==> src/rtl/mlops_pkg.sv <==
// Purpose: shared types and helpers for the vector-op scheduler slice.
//   vsched_state_t - scheduler FSM states (arbitrate, stream chunks, drain pipe)
//   nchunks()      - number of WorkingRegs-wide chunks needed for one vector
package mlops_pkg;

  typedef enum logic [1:0] {
    ARB    = 2'd0,
    STREAM = 2'd1,
    DRAIN  = 2'd2
  } vsched_state_t;

  // Ceiling division: a partial last chunk still occupies a full chunk slot.
  function automatic int nchunks(input int len, input int regs);
    return (len + regs - 1) / regs;
  endfunction

endpackage

==> src/rtl/rr_arbiter.sv <==
// Purpose: combinational round-robin picker. Grants the first requester found
// when scanning upward from ptr, wrapping modulo N.
// Ports:
//   req    in  [N]          request vector
//   ptr    in  [clog2(N)]   index that has highest priority this cycle
//   gnt_oh out [N]          one-hot grant, all zero when nothing requests
module rr_arbiter #(
  parameter int N = 2
) (
  input  logic [N-1:0]         req,
  input  logic [$clog2(N)-1:0] ptr,
  output logic [N-1:0]         gnt_oh
);

  localparam int PW = $clog2(N);

  logic [PW:0] cand;
  logic        found;

  // cand is one bit wider than ptr so ptr+k never overflows before the
  // modulo-N wrap, which also handles N that is not a power of two.
  always_comb begin
    gnt_oh = '0;
    found  = 1'b0;
    cand   = '0;
    for (int k = 0; k < N; k++) begin
      cand = {1'b0, ptr} + (PW+1)'(k);
      if (cand >= (PW+1)'(N)) begin
        cand = cand - (PW+1)'(N);
      end
      if (!found && req[cand[PW-1:0]]) begin
        gnt_oh[cand[PW-1:0]] = 1'b1;
        found                = 1'b1;
      end
    end
  end

endmodule

==> src/rtl/v_op_scheduler.sv <==
// Purpose: time-shares one pipelined elementwise vector-op unit among NReq
// requesters, one whole vector per grant, round-robin between vectors.
// Ports:
//   clk_in, rst_in  clock, synchronous active-high reset
//   src_empty/src_data/src_rd_en  per-requester FWFT source chunk FIFOs
//   dst_full/dst_data/dst_wr_en   per-requester destination chunk FIFOs
//   op_in_data/op_ce/op_out_data  shared op-unit data path and advance enable
//   vec_done  pulse with the write of a vector's last chunk
//   grant_oh  current owner, zero while arbitrating
module v_op_scheduler
  import mlops_pkg::*;
#(
  parameter int NReq        = 2,
  parameter int InVecLength = 8,
  parameter int WorkingRegs = 2,
  parameter int NBits       = 8,
  parameter int OpLatency   = 2
) (
  input  logic                                    clk_in,
  input  logic                                    rst_in,
  input  logic [NReq-1:0]                         src_empty,
  input  logic [NReq-1:0][WorkingRegs-1:0][NBits-1:0] src_data,
  output logic [NReq-1:0]                         src_rd_en,
  input  logic [NReq-1:0]                         dst_full,
  output logic [WorkingRegs-1:0][NBits-1:0]       dst_data,
  output logic [NReq-1:0]                         dst_wr_en,
  output logic [WorkingRegs-1:0][NBits-1:0]       op_in_data,
  output logic                                    op_ce,
  input  logic [WorkingRegs-1:0][NBits-1:0]       op_out_data,
  output logic [NReq-1:0]                         vec_done,
  output logic [NReq-1:0]                         grant_oh
);

  localparam int NChunks = nchunks(InVecLength, WorkingRegs);
  localparam int CntW    = $clog2(NChunks) + 1;
  localparam int PtrW    = $clog2(NReq);

  vsched_state_t         state_q, state_d;
  logic [PtrW-1:0]       rr_ptr_q, rr_ptr_d;
  logic [NReq-1:0]       grant_oh_q, grant_oh_d;
  logic [CntW-1:0]       issued_q, issued_d;
  logic [CntW-1:0]       retired_q, retired_d;
  logic [OpLatency-1:0]  vpipe_q, vpipe_d;

  logic [NReq-1:0]       eligible;
  logic [NReq-1:0]       pick_oh;
  logic [PtrW-1:0]       pick_idx;
  logic [PtrW-1:0]       g_idx;
  logic                  ce;
  logic                  issue;
  logic                  wr;
  logic                  last_wr;
  logic                  run;

  assign eligible = ~src_empty;

  rr_arbiter #(.N(NReq)) u_arb (
    .req    (eligible),
    .ptr    (rr_ptr_q),
    .gnt_oh (pick_oh)
  );

  // One-hot to index conversions for the arbiter pick and the held grant.
  always_comb begin
    pick_idx = '0;
    g_idx    = '0;
    for (int i = 0; i < NReq; i++) begin
      if (pick_oh[i]) begin
        pick_idx = PtrW'(i);
      end
      if (grant_oh_q[i]) begin
        g_idx = PtrW'(i);
      end
    end
  end

  always_comb begin
    state_d    = state_q;
    rr_ptr_d   = rr_ptr_q;
    grant_oh_d = grant_oh_q;
    issued_d   = issued_q;
    retired_d  = retired_q;
    vpipe_d    = vpipe_q;
    ce         = 1'b0;
    issue      = 1'b0;
    wr         = 1'b0;
    last_wr    = 1'b0;

    unique case (state_q)
      ARB: begin
        issued_d  = '0;
        retired_d = '0;
        if (|pick_oh) begin
          grant_oh_d = pick_oh;
          rr_ptr_d   = (pick_idx == PtrW'(NReq-1)) ? '0 : pick_idx + 1'b1;
          state_d    = STREAM;
        end
      end
      STREAM: begin
        ce    = ~dst_full[g_idx];
        issue = ce & ~src_empty[g_idx] & (issued_q < CntW'(NChunks));
      end
      DRAIN: begin
        ce = ~dst_full[g_idx];
      end
      default: begin
        state_d    = ARB;
        grant_oh_d = '0;
      end
    endcase

    // The valid pipe mirrors the op unit: it only moves when op_ce is high,
    // so a stalled destination freezes issued chunks in place.
    wr      = ce & vpipe_q[OpLatency-1];
    last_wr = wr & (retired_q == CntW'(NChunks-1));
    if (ce) begin
      vpipe_d    = vpipe_q << 1;
      vpipe_d[0] = issue;
    end
    if (issue) begin
      issued_d = issued_q + 1'b1;
    end
    if (wr) begin
      retired_d = retired_q + 1'b1;
    end

    if ((state_q == STREAM) && issue && (issued_q == CntW'(NChunks-1))) begin
      state_d = DRAIN;
    end
    if ((state_q == DRAIN) && last_wr) begin
      state_d    = ARB;
      grant_oh_d = '0;
      issued_d   = '0;
      retired_d  = '0;
    end
  end

  always_ff @(posedge clk_in) begin
    if (rst_in) begin
      state_q    <= ARB;
      rr_ptr_q   <= '0;
      grant_oh_q <= '0;
      issued_q   <= '0;
      retired_q  <= '0;
      vpipe_q    <= '0;
    end else begin
      state_q    <= state_d;
      rr_ptr_q   <= rr_ptr_d;
      grant_oh_q <= grant_oh_d;
      issued_q   <= issued_d;
      retired_q  <= retired_d;
      vpipe_q    <= vpipe_d;
    end
  end

  // Strobes are masked while reset is asserted so FIFOs are never popped or
  // pushed by state that is about to be discarded.
  assign run        = ~rst_in;
  assign op_ce      = ce & run;
  assign src_rd_en  = (issue & run)   ? grant_oh_q : '0;
  assign dst_wr_en  = (wr & run)      ? grant_oh_q : '0;
  assign vec_done   = (last_wr & run) ? grant_oh_q : '0;
  assign grant_oh   = run ? grant_oh_q : '0;
  assign op_in_data = src_data[g_idx];
  assign dst_data   = op_out_data;

endmodule

==> config.mk <==
export PLATFORM = sky130hd
export DESIGN_NAME = v_op_scheduler
export DESIGN_NICKNAME = d
export VERILOG_FILES = /design/src/rtl/mlops_pkg.sv /design/src/rtl/rr_arbiter.sv /design/src/rtl/v_op_scheduler.sv
export SDC_FILE = /design/constraint.sdc
export NUM_CORES = 1
export LEC_CHECK = 0
export CAP_MARGIN = 40
export CORE_ASPECT_RATIO = 1.75
export CORE_MARGIN = 4
export CORE_UTILIZATION = 33
export DETAILED_ROUTE_END_ITERATION = 10
export PLACE_DENSITY = 0.79
export SYNTH_ARGS = -nofsm -noshare
export SYNTH_HDL_FRONTEND = slang
export SYNTH_SLANG_ARGS = --single-unit
==> constraint.sdc <==
create_clock -name clk_in -period 1.9 [get_ports clk_in]
set_input_delay 0.19 -clock clk_in [delete_from_list [all_inputs] [get_ports clk_in]]
set_output_delay 0.19 -clock clk_in [all_outputs]
set_load 0.05 [all_outputs]
==> metrics.yaml <==
p_seq_frac: 0.294
antennaDiodeCount: 0
p_comb_frac: 0.462
placed_area_mm2: 0.00181
final-hold-violation-count: 0
antenna_left: 0
syn_to_final_growth_pct: 61.3
p_clk_frac: 0.244
grt.busiest_layer: "met2"
nNetsFinal: 248
cts_sinks: 13
final_area_mm2: 0.00188
holdBufCountCts: 0
ys_seq_area_frac: 0.224
drive_above_1_share: 0.355
place.gp.congestion: 0.932
finalCoreUtilization: 0.552
drc: 0
multi_input_area_um2: 767
drtIter0Drc: 10
synth_area_mm2: 0.00116
grt_pass1_wl_um: 5150
grtUsageMet3: 0.0258
htreeDepth: 1
synth_compound_area_frac: 0.160
yosysWarnings: 0
grt_pass1_vias: 1224
grt_util_met2: 0.267
cts_root_buf: "clkbuf_8"
syn_inst: 135
routed_wl_um: 3200
grt_max_degree: 17
synthMuxAreaShare: 0.194
cts_buffer_depth: 2
floorplan.initialDensity: 0.342
grt_overflow: 0
status: "completed"
cts_setup_buffers: 0
internal-power_mw: 0.644
hpwlAfterDp_um: 2720
critPathCaptureType: "output pin"
fmax_mhz: 546
die_y_um: 86.6
max-cap-violations: 0
worstMarginPinSlew_ps: 510
syn_nets: 196
finalCritPeriodShare: 0.964
antenna_found_initial: 0
worst_ep_required_time_ps: 1710
ir_worst_vdd_v: 0.000321
use_met1: 0.146
cp_max_fo: 4
clock_latency_ps: 240
area.sequential_um2: 263
critPathLaunchType: "flip-flop"
synth_top_family_by_area: "simple AND/OR/NAND/NOR gates"
hold_class: "input pin to output pin"
fillers: 326
p_sw_mw: 0.363
wl_per_cell_um: 13.9
die_w_um: 52.9
grtUsageTotal: 0.148
power_per_cell_area_mw_per_mm2: 536
p_leak_nw: 0.735
synth_ff_type: "dfxtp_1"
syn_avg_cell_area_um2: 8.62
core_area_mm2: 0.00340
drtPass1Iterations: 4
report.final.slew_viol_count: 0
die_area_mm2: 0.00458
synthArstFlopShare: 0
setup_viol: 0
clkTransAtPathRegs_ps: 50
crit_type: "flip-flop to output pin"
fin_crit_ps: 1830
ios: 95
synth-edff-count: 0
slew_headroom: 0.660
synth_seq_cells: 13
synthDistinctLibCells: 33
final.setup_skew_ps: 1.57
switching_share: 0.360
rsz0062_at_grt: "false"
synth_adder_area_share: 0.0753
cts_buffers: 3
numPortBuffers: 62
synth_simple_gate_area_share: 0.196
synthXorXnorAreaFrac: 0
vias: 1150
fp-row-count: 28
critical_path_arrival_ps: 1640
viasPerCell: 4.98
cts_tree: "built"
-- cells in the mapped netlist (2+ instances only) --
cell	n	area, um2
a21o_1	2	15.0
a21oi_1	10	50.1
and2_1	4	25.0
and3_1	3	18.8
buf_2	3	15.0
buf_4	18	135
dfxtp_1	13	260
ha_1	7	87.6
inv_1	6	22.5
mux2_2	16	180
mux2i_1	3	30.0
nand2_1	5	18.8
nand2b_1	2	12.5
nand3_1	2	10.0
nor2_1	2	7.51
nor2b_1	6	37.5
nor3_1	2	10.0
nor3b_1	4	30.0
o211ai_1	2	15.0
o21ai_0	10	50.1
o22ai_1	2	12.5
or3_1	2	12.5
-- path summary, 6_finish.rpt --
check	startpoint	to	slack, ps	cells after the start
worst max-delay path	state_q[1]$_SDFFE_PP0P_	vec_done[0]	70	6
worst max register to register	state_q[0]$_SDFFE_PP0P_	state_q[0]$_SDFFE_PP0P_	270	6
worst min-delay path	op_out_data[0]	dst_data[0]	380	0
worst min register to register	grant_oh_q[0]$_SDFFE_PP0P_	grant_oh_q[0]$_SDFFE_PP0P_	460	2
-- worst max-delay path: stages, from the launching register on --
cell and delay (ps):
dfxtp_2 330, inv_1 60, ha_1 300, and2_4 180, and3_1 210, and2_4 180
buf_12 140
-- cell families (layout without fill, tap and decap cells) --
family                     after synthesis  after routing
and+or+nand+nor                         37             37
AOI/OAI and AO/OA                       30             30
buffers and inverters                   28             79
muxes                                   20             20
DFF                                     13             13
adders and majority gates                7              7
-- metal layers --
metal,wire [um],vias to the layer above
li1,-,561
met1,1070,528
met2,1820,46
met3,187,15
met4,127,0
met5,0,-
-- layout make-up --
| class | count | area share |
|---|---|---|
| multi-input cells | 94 | 0.409 |
| repair buffers | 69 | 0.385 |
| flip-flops and latches | 13 | 0.140 |
| well taps | 45 | 0.0300 |
| clock buffers | 4 | 0.0240 |
| inverters | 6 | 0.0120 |
-- flip-flops by register name, indices dropped and copies added, names as in the netlist --
signal	cells
issued_q	3
state_q	2
grant_oh_q	2
vpipe_q	2
retired_q	3
rr_ptr_q	1
-- metrics by stage --
| step | TNS (ps) | hold WS, ps | total power [mW] | setup WS (ps) | std cells |
|---|---|---|---|---|---|
| final | 0 | 380 | 1.01 | 68.6 | 231 |
| after global routing | 0 | 380 | 1.06 | 3.60 | 231 |
| after CTS | 0 | 380 | 1.01 | 16.2 | 231 |
| after detailed placement | 0 | 380 | 0.763 | 161 | 227 |
| after global placement | 0 | 380 | 0.758 | 192 | 227 |
| after floorplan | -247 | 333 | 0.671 | -247 | 135 |
-- cell usage in the layout, fill, tap and decap left out, types with 4 or more instances in the layout --
| cell type | count |
|---|---|
| clkdlybuf4s50_1 | 37 |
| buf_4 | 23 |
| mux2_2 | 16 |
| dfxtp_1 | 11 |
| o21ai_0 | 10 |
| a21oi_1 | 10 |
| buf_12 | 9 |
| ha_1 | 7 |
| inv_1 | 6 |
| nand2_1 | 5 |
| nor3b_1 | 4 |
| nor2b_1 | 4 |
-- power by group through the flow --
stage          combinational, mW  sequential, mW  clock [mW]
2_1_floorplan              0.375           0.297           0
3_3_place_gp               0.457           0.301           0
3_5_place_dp               0.462           0.301           0
4_1_cts                    0.465           0.296       0.251
5_1_grt                    0.493           0.297       0.267
6_report                   0.465           0.296       0.245
-- timing repair --
item / CTS / global route
endpoints found under the setup margin: 2 / 5
endpoints found under the hold margin: 0 / 0
gates resized for setup: 3 / 4
pin swaps: 0 / 1
No activity file was read; power rests on OpenSTA's default activity.
